### src/rtl/eq_mac_scheduler.sv
// eq_mac_scheduler: round-robin owner of the shared FIR MAC; sequences clear, TAPS accumulates and a done pulse per band.
module eq_mac_scheduler #(
    parameter int NUM_BANDS = 5,
    parameter int TAPS      = 1021,
    parameter int ADDR_W    = 10
) (
    input  logic                 clk,
    input  logic                 rst,
    input  logic [NUM_BANDS-1:0] req,
    output logic [NUM_BANDS-1:0] gnt,
    output logic [2:0]           band_sel,
    output logic                 mac_clr,
    output logic                 mac_en,
    output logic [ADDR_W-1:0]    tap_addr,
    output logic [NUM_BANDS-1:0] done,
    output logic                 abort,
    output logic                 busy
);
    typedef enum logic [1:0] {IDLE, CLR, RUN, DONE} state_t;
    localparam logic [NUM_BANDS-1:0] ONE  = NUM_BANDS'(1);
    localparam logic [ADDR_W-1:0]    LAST = ADDR_W'(TAPS - 1);
    state_t state, state_nxt;
    logic [2:0] rr_ptr, rr_nxt, pick, idx, band_sel_nxt;
    logic [3:0] sum;
    logic [NUM_BANDS-1:0] gnt_nxt, done_nxt;
    logic [ADDR_W-1:0] tap_nxt;
    logic mac_clr_nxt, mac_en_nxt, abort_nxt;
    always_comb begin
        pick = rr_ptr;
        sum  = '0;
        idx  = '0;
        for (int i = NUM_BANDS - 1; i >= 0; i--) begin
            sum = {1'b0, rr_ptr} + 4'(i);
            idx = (sum >= 4'(NUM_BANDS)) ? 3'(sum - 4'(NUM_BANDS)) : sum[2:0];
            if (req[idx]) pick = idx;
        end
    end
    // Owner dropping req in CLR/RUN cancels the burst; rr_ptr only advances on completion.
    always_comb begin
        state_nxt    = state;
        gnt_nxt      = gnt;
        band_sel_nxt = band_sel;
        mac_clr_nxt  = 1'b0;
        mac_en_nxt   = mac_en;
        tap_nxt      = tap_addr;
        done_nxt     = '0;
        abort_nxt    = 1'b0;
        rr_nxt       = rr_ptr;
        case (state)
            IDLE: if (|req) begin
                state_nxt    = CLR;
                gnt_nxt      = ONE << pick;
                band_sel_nxt = pick;
                mac_clr_nxt  = 1'b1;
            end
            CLR, RUN: if (!req[band_sel]) begin
                state_nxt  = IDLE;
                gnt_nxt    = '0;
                mac_en_nxt = 1'b0;
                tap_nxt    = '0;
                abort_nxt  = 1'b1;
            end else if (state == CLR) begin
                state_nxt  = RUN;
                mac_en_nxt = 1'b1;
                tap_nxt    = '0;
            end else if (tap_addr == LAST) begin
                state_nxt  = DONE;
                mac_en_nxt = 1'b0;
                tap_nxt    = '0;
                done_nxt   = gnt;
                gnt_nxt    = '0;
                rr_nxt     = (band_sel == 3'(NUM_BANDS - 1)) ? 3'd0 : band_sel + 3'd1;
            end else begin
                tap_nxt = tap_addr + 1'b1;
            end
            default: state_nxt = IDLE;
        endcase
    end
    always_ff @(posedge clk or posedge rst) begin
        if (rst) begin
            state    <= IDLE;
            gnt      <= '0;
            band_sel <= '0;
            mac_clr  <= 1'b0;
            mac_en   <= 1'b0;
            tap_addr <= '0;
            done     <= '0;
            abort    <= 1'b0;
            busy     <= 1'b0;
            rr_ptr   <= '0;
        end else begin
            state    <= state_nxt;
            gnt      <= gnt_nxt;
            band_sel <= band_sel_nxt;
            mac_clr  <= mac_clr_nxt;
            mac_en   <= mac_en_nxt;
            tap_addr <= tap_nxt;
            done     <= done_nxt;
            abort    <= abort_nxt;
            busy     <= (state_nxt != IDLE);
            rr_ptr   <= rr_nxt;
        end
    end
endmodule

### config.mk
export PLATFORM = sky130hd
export DESIGN_NAME = eq_mac_scheduler
export DESIGN_NICKNAME = d
export VERILOG_FILES = /design/src/rtl/eq_mac_scheduler.sv
export SDC_FILE = /design/constraint.sdc
export NUM_CORES = 1
export LEC_CHECK = 0
export ABC_CLOCK_PERIOD_IN_PS = 3500
export BUFFER_PORTS_ARGS = -buffer_cell sky130_fd_sc_hd__buf_2
export CORE_MARGIN = 2
export CORE_UTILIZATION = 47
export CTS_CLUSTER_SIZE = 25
export DETAILED_ROUTE_END_ITERATION = 10
export GPL_ROUTABILITY_DRIVEN = 0
export GPL_TIMING_DRIVEN = 1
export HOLD_SLACK_MARGIN = 0.06
export PLACE_DENSITY = 0.67
export SLEW_MARGIN = 20
export SYNTH_ARGS = -nofsm -noshare
export SYNTH_HDL_FRONTEND = slang
export SYNTH_SLANG_ARGS = --single-unit
### constraint.sdc
create_clock -name clk -period 3.5 [get_ports clk]
set_input_delay 0.525 -clock clk [delete_from_list [all_inputs] [get_ports clk]]
set_output_delay 0.525 -clock clk [all_outputs]
set_load 0.02 [all_outputs]
==> summary.md, run 1 <==
| Metric | Value |
|---|---|
| CP Launch Point | `rr_ptr[2]$_DFFE_PP0P_` |
| Largest net degree at the start of global routing | `27` |
| Clk sinks | `32` |
| Max incr delay on CP | `0.52 ns` |
| Final Instance Count excl. Fillers | `around 400` |
| Max Root-Sink Buffers | `2` |
| TritonCTS clock tree | `done` |
| DRT iter0 DRCs | `about 140` |
| Later-pin clock latency in the skew report | `0.28 ns` |
| Period minus WS final | `3.09 ns` |
| Most frequent cells in the layout | `buf_2, dfrtp_1, nor2_1, nand2_1, inv_1` |
| Fin util | `53.7%` |
| Num ports | `34` |
| CTS Hold Buffers Added | `0` |
| Final setup vio count | `0` |
| Mapped Nets | `319` |
| Total grt overflow | `0` |
| Clock-pin slew on the worst setup and hold paths | `0.07 ns` |
| Crit end category | `flop` |
| Tcrit/Tclk final | `roughly 88%` |
| Mapped Cells | `296` |
| Initial antenna violation count | `0` |
| Drt drc | `0` |
| Clock root buffer | `clkbuf_8` |
| Inst Count DP | `395` |
| DRT antenna net count | `0` |
| WP buf/inv | `1` |
| Cell Area, Synth | `between 2000 and 3000 µm²` |
| Worst-Margin Slew | `0.722 ns` |
| RSZ-0062 raised after global routing | `no` |
| Max IR drop VDD | `approximately 0.00026 V` |
| Static Leakage | `1.33 nW` |
| First-pass GRT wire length | `roughly 10000 µm` |
| P per Cell Area | `474 nW/µm²` |
| Worst Hold Class | `in -> async` |
| Slew margin rel. | `51.7%` |
| Final hold slack | `roughly 0.24 ns` |
| Top FF cell, synth | `dfrtp_1` |
| Die area | `about 6200 µm²` |
| # diodes | `0` |
| Setup TNS | `0 ns` |
| Worst EP required | `3.69 ns` |
| Area growth from synthesis to layout | `11.6%` |
| Area leader, netlist | `dfrtp_1` |
| CP Class | `reg -> reg` |
| CORE AREA | `5470 µm²` |
| Initial Util | `48.1%` |
| Via density | `5.82` |
| Synth Area per Inst | `8.90 µm²` |
| FMAX | `roughly 0.32 GHz` |
| Cell Rows | `27` |
| Yosys cell types | `66` |
| Synth top area cells | `dfrtp_1, ha_1, nor2_1` |
| Outcome | `complete, no violations` |
| WL final | `a little over 6000 µm` |
| Die X | `approximately 79 µm` |
| Nets@finish | `~350` |
| Most common cell after layout, fill and taps aside | `buf_2` |
| CP arrival | `3.28 ns` |
| Max H-tree Level | `2` |
| Via count | `2344` |
| Max cap viols | `0` |
| Max FO, Critical Path | `9` |
| Yosys top cell area share | `30.4%` |
| Yosys Warn Count | `0` |
| Sequential share of the synthesized area | `30.4%` |
| Critical R2R Launch | `rr_ptr[2]$_DFFE_PP0P_` |
| Family with the most delay on the worst path | `simple AND/OR/NAND/NOR gates` |
| Vias in the first global route | `about 2.1k` |
| Worst R2R Setup Slack | `0.41 ns` |
| Share of layout cells above drive strength 1 | `18.4%` |
| Synthesized flop and latch total | `32` |
| WL per Instance | `around 15 µm` |
| 1st-pass router iterations | `4` |
| Worst path slowest cell | `or4_4` |
| Crit start category | `flop` |
| Post-CTS Setup Bufs | `0` |
| Setup Skew | `0.00636 ns` |
| Die Y | `78.9 µm` |
| Input/output buffers | `33` |
| Dpl hpwl | `4640 µm` |
| EDFF count, synth | `0` |
| Slew Limit Fails | `0` |
| Overall Global Routing Usage | `20.7%` |
| Asr flop ratio synth | `100%` |
| Cts bufs inserted | `5` |
| Final Hold Viols | `0` |
| Most used cell along the critical path | `o31ai_1` |
| Crit-path cells | `inv_1, ha_1, or4b_1, o31ai_1, o32ai_1, o2111ai_1, a31oi_1, or4_4, o31ai_1` |
| Post-CTS Resized | `0` |
-- Yosys cell counts (2+ instances only) --
library cell / number
clkbuf_1: 3
a211oi_1: 2
a21oi_1: 13
or4_1: 2
inv_1: 18
a21o_1: 5
or3_1: 2
a31oi_1: 6
nand3_1: 7
buf_2: 7
nand3b_1: 2
a211o_1: 2
a21boi_0: 2
nor2b_1: 6
o21ba_2: 2
o21bai_1: 3
nor3_1: 6
o2111ai_1: 4
nand2b_1: 4
nor2_1: 29
nand2_1: 26
buf_6: 3
mux2i_1: 5
mux4_1: 3
xnor2_1: 4
and3_1: 3
nand4_1: 6
a22o_1: 2
o31ai_1: 7
and2_1: 9
dfrtp_1: 32
o21ai_0: 10
nor3b_1: 3
xor2_1: 7
mux4_2: 3
ha_1: 15
a221oi_1: 3
or3b_1: 2
-- power by group --
group / leakage, nW / switching [mW] / internal [mW] / total, mW
Combinational: 0.872 / 0.367 / 0.208 / 0.575
Clock: 0.0455 / 0.131 / 0.160 / 0.291
Sequential: 0.418 / 0.0780 / 0.448 / 0.526
-- per-stage QoR --
stage                     cell area [µm²]  power, mW  setup WS (ns)
after floorplan                      2630      0.933          0.301
after global placement               2850       1.10          0.509
after detailed placement             2850       1.11          0.460
after CTS                            2940       1.41          0.427
after global routing                 2940       1.49          0.186
final                                2940       1.39          0.411
-- state kept, by name, summed over array words and instances, names as in the netlist --
signal,cells
mac_en,1
rr_ptr,3
done,5
abort,1
gnt,5
mac_clr,1
band_sel,3
busy,1
tap_addr,10
state,2
-- cell type report --
| cell class | instances | area, µm² |
|---|---|---|
| inverter | 20 | 75.1 |
| tap | 72 | 90.1 |
| timing repair buffer | 41 | 225 |
| multi-input combinational | 230 | 1660 |
| clock buffer | 8 | 90.1 |
| sequential | 32 | 801 |
| fill | 536 | 2530 |
-- worst reg2reg max path: cells and delay by family, from the launching register on --
family                   cells  cell delay (ns)
adder cells (fa/ha/maj)      1             0.39
flip-flops                   1             0.45
buffers and inverters        1             0.21
AO/OA/AOI/OAI                5             0.95
AND/OR/NAND/NOR              2             1.00
-- worst paths after layout --
| kind | to | cells past startpoint |
|---|---|---|
| worst max-delay path | gnt[4]$_DFFE_PP0P_ | 9 |
| worst min-delay path | tap_addr[5]$_DFFE_PP0N_ | 2 |
| worst max register to register | gnt[4]$_DFFE_PP0P_ | 9 |
| worst min register to register | gnt[0]$_DFFE_PP0P_ | 2 |
| max in group asynchronous | band_sel[1]$_DFFE_PP0P_ | 3 |
| min in group clk | gnt[0]$_DFFE_PP0P_ | 2 |
-- cells by family (layout without fill, tap and decap cells) --
group | count (synthesis) | after routing | synth area share [%]
buffers and inverters | 34 | 69 | 6.65
flip-flops | 32 | 32 | 30.4
AND/OR/NAND/NOR | 116 | 116 | 23.0
multiplexers | 12 | 12 | 7.89
XOR/XNOR | 11 | 11 | 3.66
adder cells (fa/ha/maj) | 16 | 16 | 7.89
AO/OA/AOI/OAI | 75 | 75 | 20.5
-- layer usage --
metal  GRT usage (%)  wire length [µm]  up-vias
met5               0                 0        -
met4            7.41               119        0
met3            2.84               274       11
met2            34.6              3010       71
met1            27.4              2800     1117
li1                -                 -     1145
(Power assumes the default switching activity.)
==> inputs of run 2 (changes only) <==
--- a/config.mk
+++ b/config.mk
@@ -7,6 +7,7 @@
 export LEC_CHECK = 0
 export ABC_CLOCK_PERIOD_IN_PS = 3500
 export BUFFER_PORTS_ARGS = -buffer_cell sky130_fd_sc_hd__buf_2
+export CORE_ASPECT_RATIO = 1.2
 export CORE_MARGIN = 2
 export CORE_UTILIZATION = 47
 export CTS_CLUSTER_SIZE = 25
==> summary.md, run 2 (synthesis gave the netlist of run 1 again) <==
| Metric | Value |
|---|---|
| Outcome | `complete, no violations` |
| Slew Limit Fails | `0` |
| Final setup vio count | `0` |
| 1st-pass router iterations | `5` |
| Post-CTS Setup Bufs | `0` |
| Clk sinks | `32` |
| Clock root buffer | `clkbuf_8` |
| Worst EP required | `3.69 ns` |
| Die area | `roughly 6200 µm²` |
| CORE AREA | `5330 µm²` |
| Die Y | `86.0 µm` |
| Fin util | `55.5%` |
| WL met1 | `2580 µm` |
| TritonCTS clock tree | `done` |
| WL per Instance | `approximately 16 µm` |
| CP Launch Point | `rr_ptr[0]$_DFFE_PP0P_` |
| Routed length on met2 | `3160 µm` |
| Post-Place Worst Slack | `0.371 ns` |
| Input/output buffers | `33` |
| Critical R2R Launch | `rr_ptr[0]$_DFFE_PP0P_` |
| Dpl hpwl | `between 4000 and 5000 µm` |
| RSZ-0062 raised after global routing | `no` |
| Final Instance Count excl. Fillers | `393` |
| Num ports | `34` |
| Vias in the first global route | `2208` |
| WL final | `6170 µm` |
| Largest net degree at the start of global routing | `33` |
| Max IR drop VDD | `0.000286 V` |
| Max cap viols | `0` |
| DRT antenna net count | `0` |
| Post-CTS Resized | `0` |
| Setup TNS | `0 ns` |
| Cts bufs inserted | `5` |
| Initial Util | `49.4%` |
| Max H-tree Level | `2` |
| Initial antenna violation count | `0` |
| P per Cell Area | `just over 500 nW/µm²` |
| Highest metal used | `met4` |
| # diodes | `0` |
| Setup Skew | `slightly below 0.004 ns` |
| Worst Hold Class | `in -> async` |
| Max Root-Sink Buffers | `2` |
| Total grt overflow | `0` |
| Design Power | `1.49 mW` |
| Max FFs per register | `10` |
| Area growth from synthesis to layout | `12.5%` |
| Period minus WS final | `3.13 ns` |
| Clock-pin slew on the worst setup and hold paths | `0.07 ns` |
| Via count | `between 2k and 2.5k` |
| Metal3 WL | `288 µm` |
| Static Leakage | `~1.4 nW` |
| Final Hold Viols | `0` |
| Via density | `slightly above 6` |
| Die X | `between 70 and 80 µm` |
| Most frequent cells in the layout | `buf_2, dfrtp_1, nor2_1, nand2_1, inv_1` |
| Biggest register | `tap_addr` |
| Crit end category | `flop` |
| Inst Count DP | `slightly below 400` |
| Most common cell after layout, fill and taps aside | `buf_2` |
| Cell Rows | `29` |
| Overall Global Routing Usage | `approximately 21%` |
| FMAX | `about 0.32 GHz` |
| Nets@finish | `353` |
| Share of layout cells above drive strength 1 | `a little under a fifth` |
| DRT iter0 DRCs | `93` |
| Max FO, Critical Path | `11` |
| # fillers | `495` |
| Drt drc | `0` |
| Crit start category | `flop` |
| Setup WS post-layout | `0.365 ns` |
| CP arrival | `3.32 ns` |
| CP Class | `reg -> reg` |
| Largest regs | `tap_addr (10), done (5), gnt (5)` |
| Tcrit/Tclk final | `89.6%` |
| Later-pin clock latency in the skew report | `0.28 ns` |
| Slew margin rel. | `57.3%` |
| First-pass GRT wire length | `between 10000 and 15000 µm` |
| CTS Hold Buffers Added | `0` |
| Worst R2R Setup Slack | `approximately 0.37 ns` |
| Worst-Margin Slew | `around 0.64 ns` |
==> run 2: changes by cell type in the layout (fill, tap and decap cells not counted), sizes merged <==
cell / before / now
bufinv: 0 / 1
clkbuf: 8 / 7
==> run 2: area by class of cell <==
type,count,area [µm²],area share (%)
Sequential cell,32,801,27.0
Clock inverter,1,30.0,1.01
Inverter,20,75.1,2.53
Clock buffer,7,96.3,3.25
Tap cell,62,77.6,2.62
Multi-Input combinational cell,230,1660,56.0
Timing Repair Buffer,41,225,7.60
==> run 2: worst max-delay path, stage by stage (launching register included) <==
cell	delay, ns
dfrtp_1	0.47
clkinv_1	0.13
ha_1	0.50
or3b_1	0.41
a32oi_1	0.25
o32ai_1	0.11
o2111ai_1	0.25
a31oi_1	0.16
or4_4	0.52
o31ai_1	0.25
==> run 2: through the flow <==
step / instance area [µm²] / hold WS (ns)
2_1_floorplan: 2630 / 0.588
3_3_place_gp: 2840 / 0.499
3_5_place_dp: 2840 / 0.500
4_1_cts: 2960 / 0.326
5_1_grt: 2960 / 0.349
6_report: 2960 / 0.311
==> run 2: per-layer routing <==
metal / up-vias / track usage, %
met5: - / 0
met2: 81 / 36.3
li1: 1149 / -
met1: 1134 / 24.0
met4: 0 / 11.3
met3: 10 / 2.70
==> run 2: report_power, final <==
group	switching [mW]	internal [mW]	leakage, nW
Sequential	0.0754	0.448	0.418
Combinational	0.373	0.208	0.872
Clock	0.136	0.251	0.0645
Total	0.584	0.907	1.35
==> run 2: worst paths after layout <==
path,end,depth (start not counted)
min in group clk,gnt[4]$_DFFE_PP0P_,2
hold / removal,done[0]$_DFF_PP0_,3
setup / recovery,gnt[1]$_DFFE_PP0P_,9
setup reg to reg,gnt[1]$_DFFE_PP0P_,9
max in group asynchronous,rr_ptr[1]$_DFFE_PP0P_,3
hold reg to reg,gnt[4]$_DFFE_PP0P_,2
==> inputs of run 3 (changes only) <==
--- a/config.mk
+++ b/config.mk
@@ -6,7 +6,7 @@
 export NUM_CORES = 1
 export LEC_CHECK = 0
 export ABC_CLOCK_PERIOD_IN_PS = 3500
-export BUFFER_PORTS_ARGS = -buffer_cell sky130_fd_sc_hd__buf_2
+export BUFFER_PORTS_ARGS = -buffer_cell sky130_fd_sc_hd__clkbuf_2
 export CORE_ASPECT_RATIO = 1.2
 export CORE_MARGIN = 2
 export CORE_UTILIZATION = 47
==> summary.md, run 3 (synthesis gave the netlist of run 1 again) <==
| Metric | Value |
|---|---|
| DRT iter0 DRCs | `110` |
| Cell area after layout | `2960 µm²` |
| Reg2reg end | `gnt[3]$_DFFE_PP0P_` |
| CP arrival | `3.23 ns` |
| Design Power | `about 1.5 mW` |
| Overall Global Routing Usage | `21.5%` |
| Via count | `2367` |
| Final Instance Count excl. Fillers | `393` |
| Initial Util | `49.4%` |
| Slew Limit Fails | `0` |
| Die X | `between 70 and 80 µm` |
| Worst R2R Setup Slack | `0.45 ns` |
| Biggest register | `tap_addr` |
| # fillers | `503` |
| First-pass GRT wire length | `10600 µm` |
| Setup WS post-layout | `0.454 ns` |
| Worst EP required | `3.68 ns` |
| # diodes | `0` |
| Clock root buffer | `clkbuf_8` |
| WL met1 | `2640 µm` |
| Worst Hold Class | `in -> async` |
| P per Cell Area | `about 510 nW/µm²` |
| Nets@finish | `between 300 and 400` |
| Slew margin rel. | `about 53%` |
| Highest metal used | `met4` |
| RSZ-0062 raised after global routing | `no` |
| Max FFs per register | `10` |
| Largest net degree at the start of global routing | `33` |
| Setup TNS | `0 ns` |
| Max IR drop VDD | `between 0.0002 and 0.00025 V` |
| Total grt overflow | `0` |
| CP Class | `reg -> reg` |
| Crit start category | `flop` |
| Share of layout cells above drive strength 1 | `between 10% and 20%` |
| Largest regs | `tap_addr (10), done (5), gnt (5)` |
| Drt drc | `0` |
| Fin util | `~56%` |
| Max H-tree Level | `2` |
| Area growth from synthesis to layout | `12.5%` |
| Final setup vio count | `0` |
| Crit end category | `flop` |
| Max cap viols | `0` |
| Cell Rows | `29` |
| Die area | `6220 µm²` |
| Cts bufs inserted | `5` |
| Outcome | `complete, no violations` |
| TritonCTS clock tree | `done` |
| Max Root-Sink Buffers | `2` |
| Setup Skew | `0.00987 ns` |
| Post-CTS Resized | `0` |
| Routed length on met2 | `roughly 3100 µm` |
| WL per Instance | `15.9 µm` |
| DRT antenna net count | `0` |
| WL final | `6250 µm` |
| Max FO, Critical Path | `26` |
| Input/output buffers | `33` |
| Final Hold Viols | `0` |
| Num ports | `34` |
| Worst-Margin Slew | `0.696 ns` |
| Post-CTS Setup Bufs | `0` |
| Post-placement cell area | `2840 µm²` |
| Static Leakage | `1.34 nW` |
| Critical R2R Launch | `rr_ptr[0]$_DFFE_PP0P_` |
| Vias in the first global route | `about 2.3k` |
| Final hold slack | `about 0.30 ns` |
| Die Y | `86.0 µm` |
| Later-pin clock latency in the skew report | `~0.28 ns` |
| Metal3 WL | `267 µm` |
| 1st-pass router iterations | `4` |
| Most common cell after layout, fill and taps aside | `clkbuf_2` |
| Dpl hpwl | `4760 µm` |
| Reg2reg path depth | `9` |
| Clock-pin slew on the worst setup and hold paths | `0.07 ns` |
| CORE AREA | `5330 µm²` |
| Most frequent cells in the layout | `clkbuf_2, dfrtp_1, nor2_1, nand2_1, inv_1` |
| Clk sinks | `32` |
| Tcrit/Tclk final | `87.0%` |
| Initial antenna violation count | `0` |
| Inst Count DP | `385` |
| Via density | `6.02` |
| Period minus WS final | `~3 ns` |
| FMAX | `0.328 GHz` |
| Post-Place Worst Slack | `around 0.46 ns` |
| CTS Hold Buffers Added | `0` |
run 3: cell types whose count changed in the layout (fill, tap and decap cells not counted):
cell,before,now
buf_2,33,0
clkbuf_2,0,33
run 3: worst max-delay path by stage:
| stage | startpoint | to |
|---|---|---|
| after global routing | rr_ptr[0]$_DFFE_PP0P_ | gnt[3]$_DFFE_PP0P_ |
| after CTS | rr_ptr[0]$_DFFE_PP0P_ | gnt[3]$_DFFE_PP0P_ |
| after global placement | rr_ptr[0]$_DFFE_PP0P_ | gnt[3]$_DFFE_PP0P_ |
| after floorplan | rr_ptr[0]$_DFFE_PP0P_ | gnt[0]$_DFFE_PP0P_ |
| after detailed placement | rr_ptr[0]$_DFFE_PP0P_ | gnt[3]$_DFFE_PP0P_ |
| final | rr_ptr[0]$_DFFE_PP0P_ | gnt[3]$_DFFE_PP0P_ |
run 3: layout make-up:
| type | count | area [µm²] | area share, % |
|---|---|---|---|
| multi-input cells | 230 | 1660 | 56.0 |
| flip-flops and latches | 32 | 801 | 27.0 |
| repair buffers | 41 | 225 | 7.60 |
| clock buffers | 7 | 96.3 | 3.25 |
| well taps | 62 | 77.6 | 2.62 |
| inverters | 20 | 75.1 | 2.53 |
| clock inverters | 1 | 30.0 | 1.01 |
run 3: critical path, stage by stage, from the launching register on:
cell and delay [ns]:
dfrtp_1 0.35, buf_4 0.28, ha_1 0.39, nand2b_1 0.15
mux4_2 0.56, mux2i_1 0.14, or3_2 0.44, and3_1 0.19
a21o_1 0.21, o31ai_1 0.23
run 3: metal layers:
| metal | up-vias | global-route usage [%] |
|---|---|---|
| met5 | - | 0 |
| met4 | 0 | 9.09 |
| met3 | 18 | 2.00 |
| met2 | 71 | 37.0 |
| met1 | 1127 | 27.4 |
| li1 | 1151 | - |
run 3: where the power goes:
part	total [mW]	leakage [nW]	internal [mW]	switching [mW]
Sequential	0.525	0.418	0.448	0.0764
Combinational	0.586	0.856	0.206	0.380
Clock	0.388	0.0645	0.251	0.137
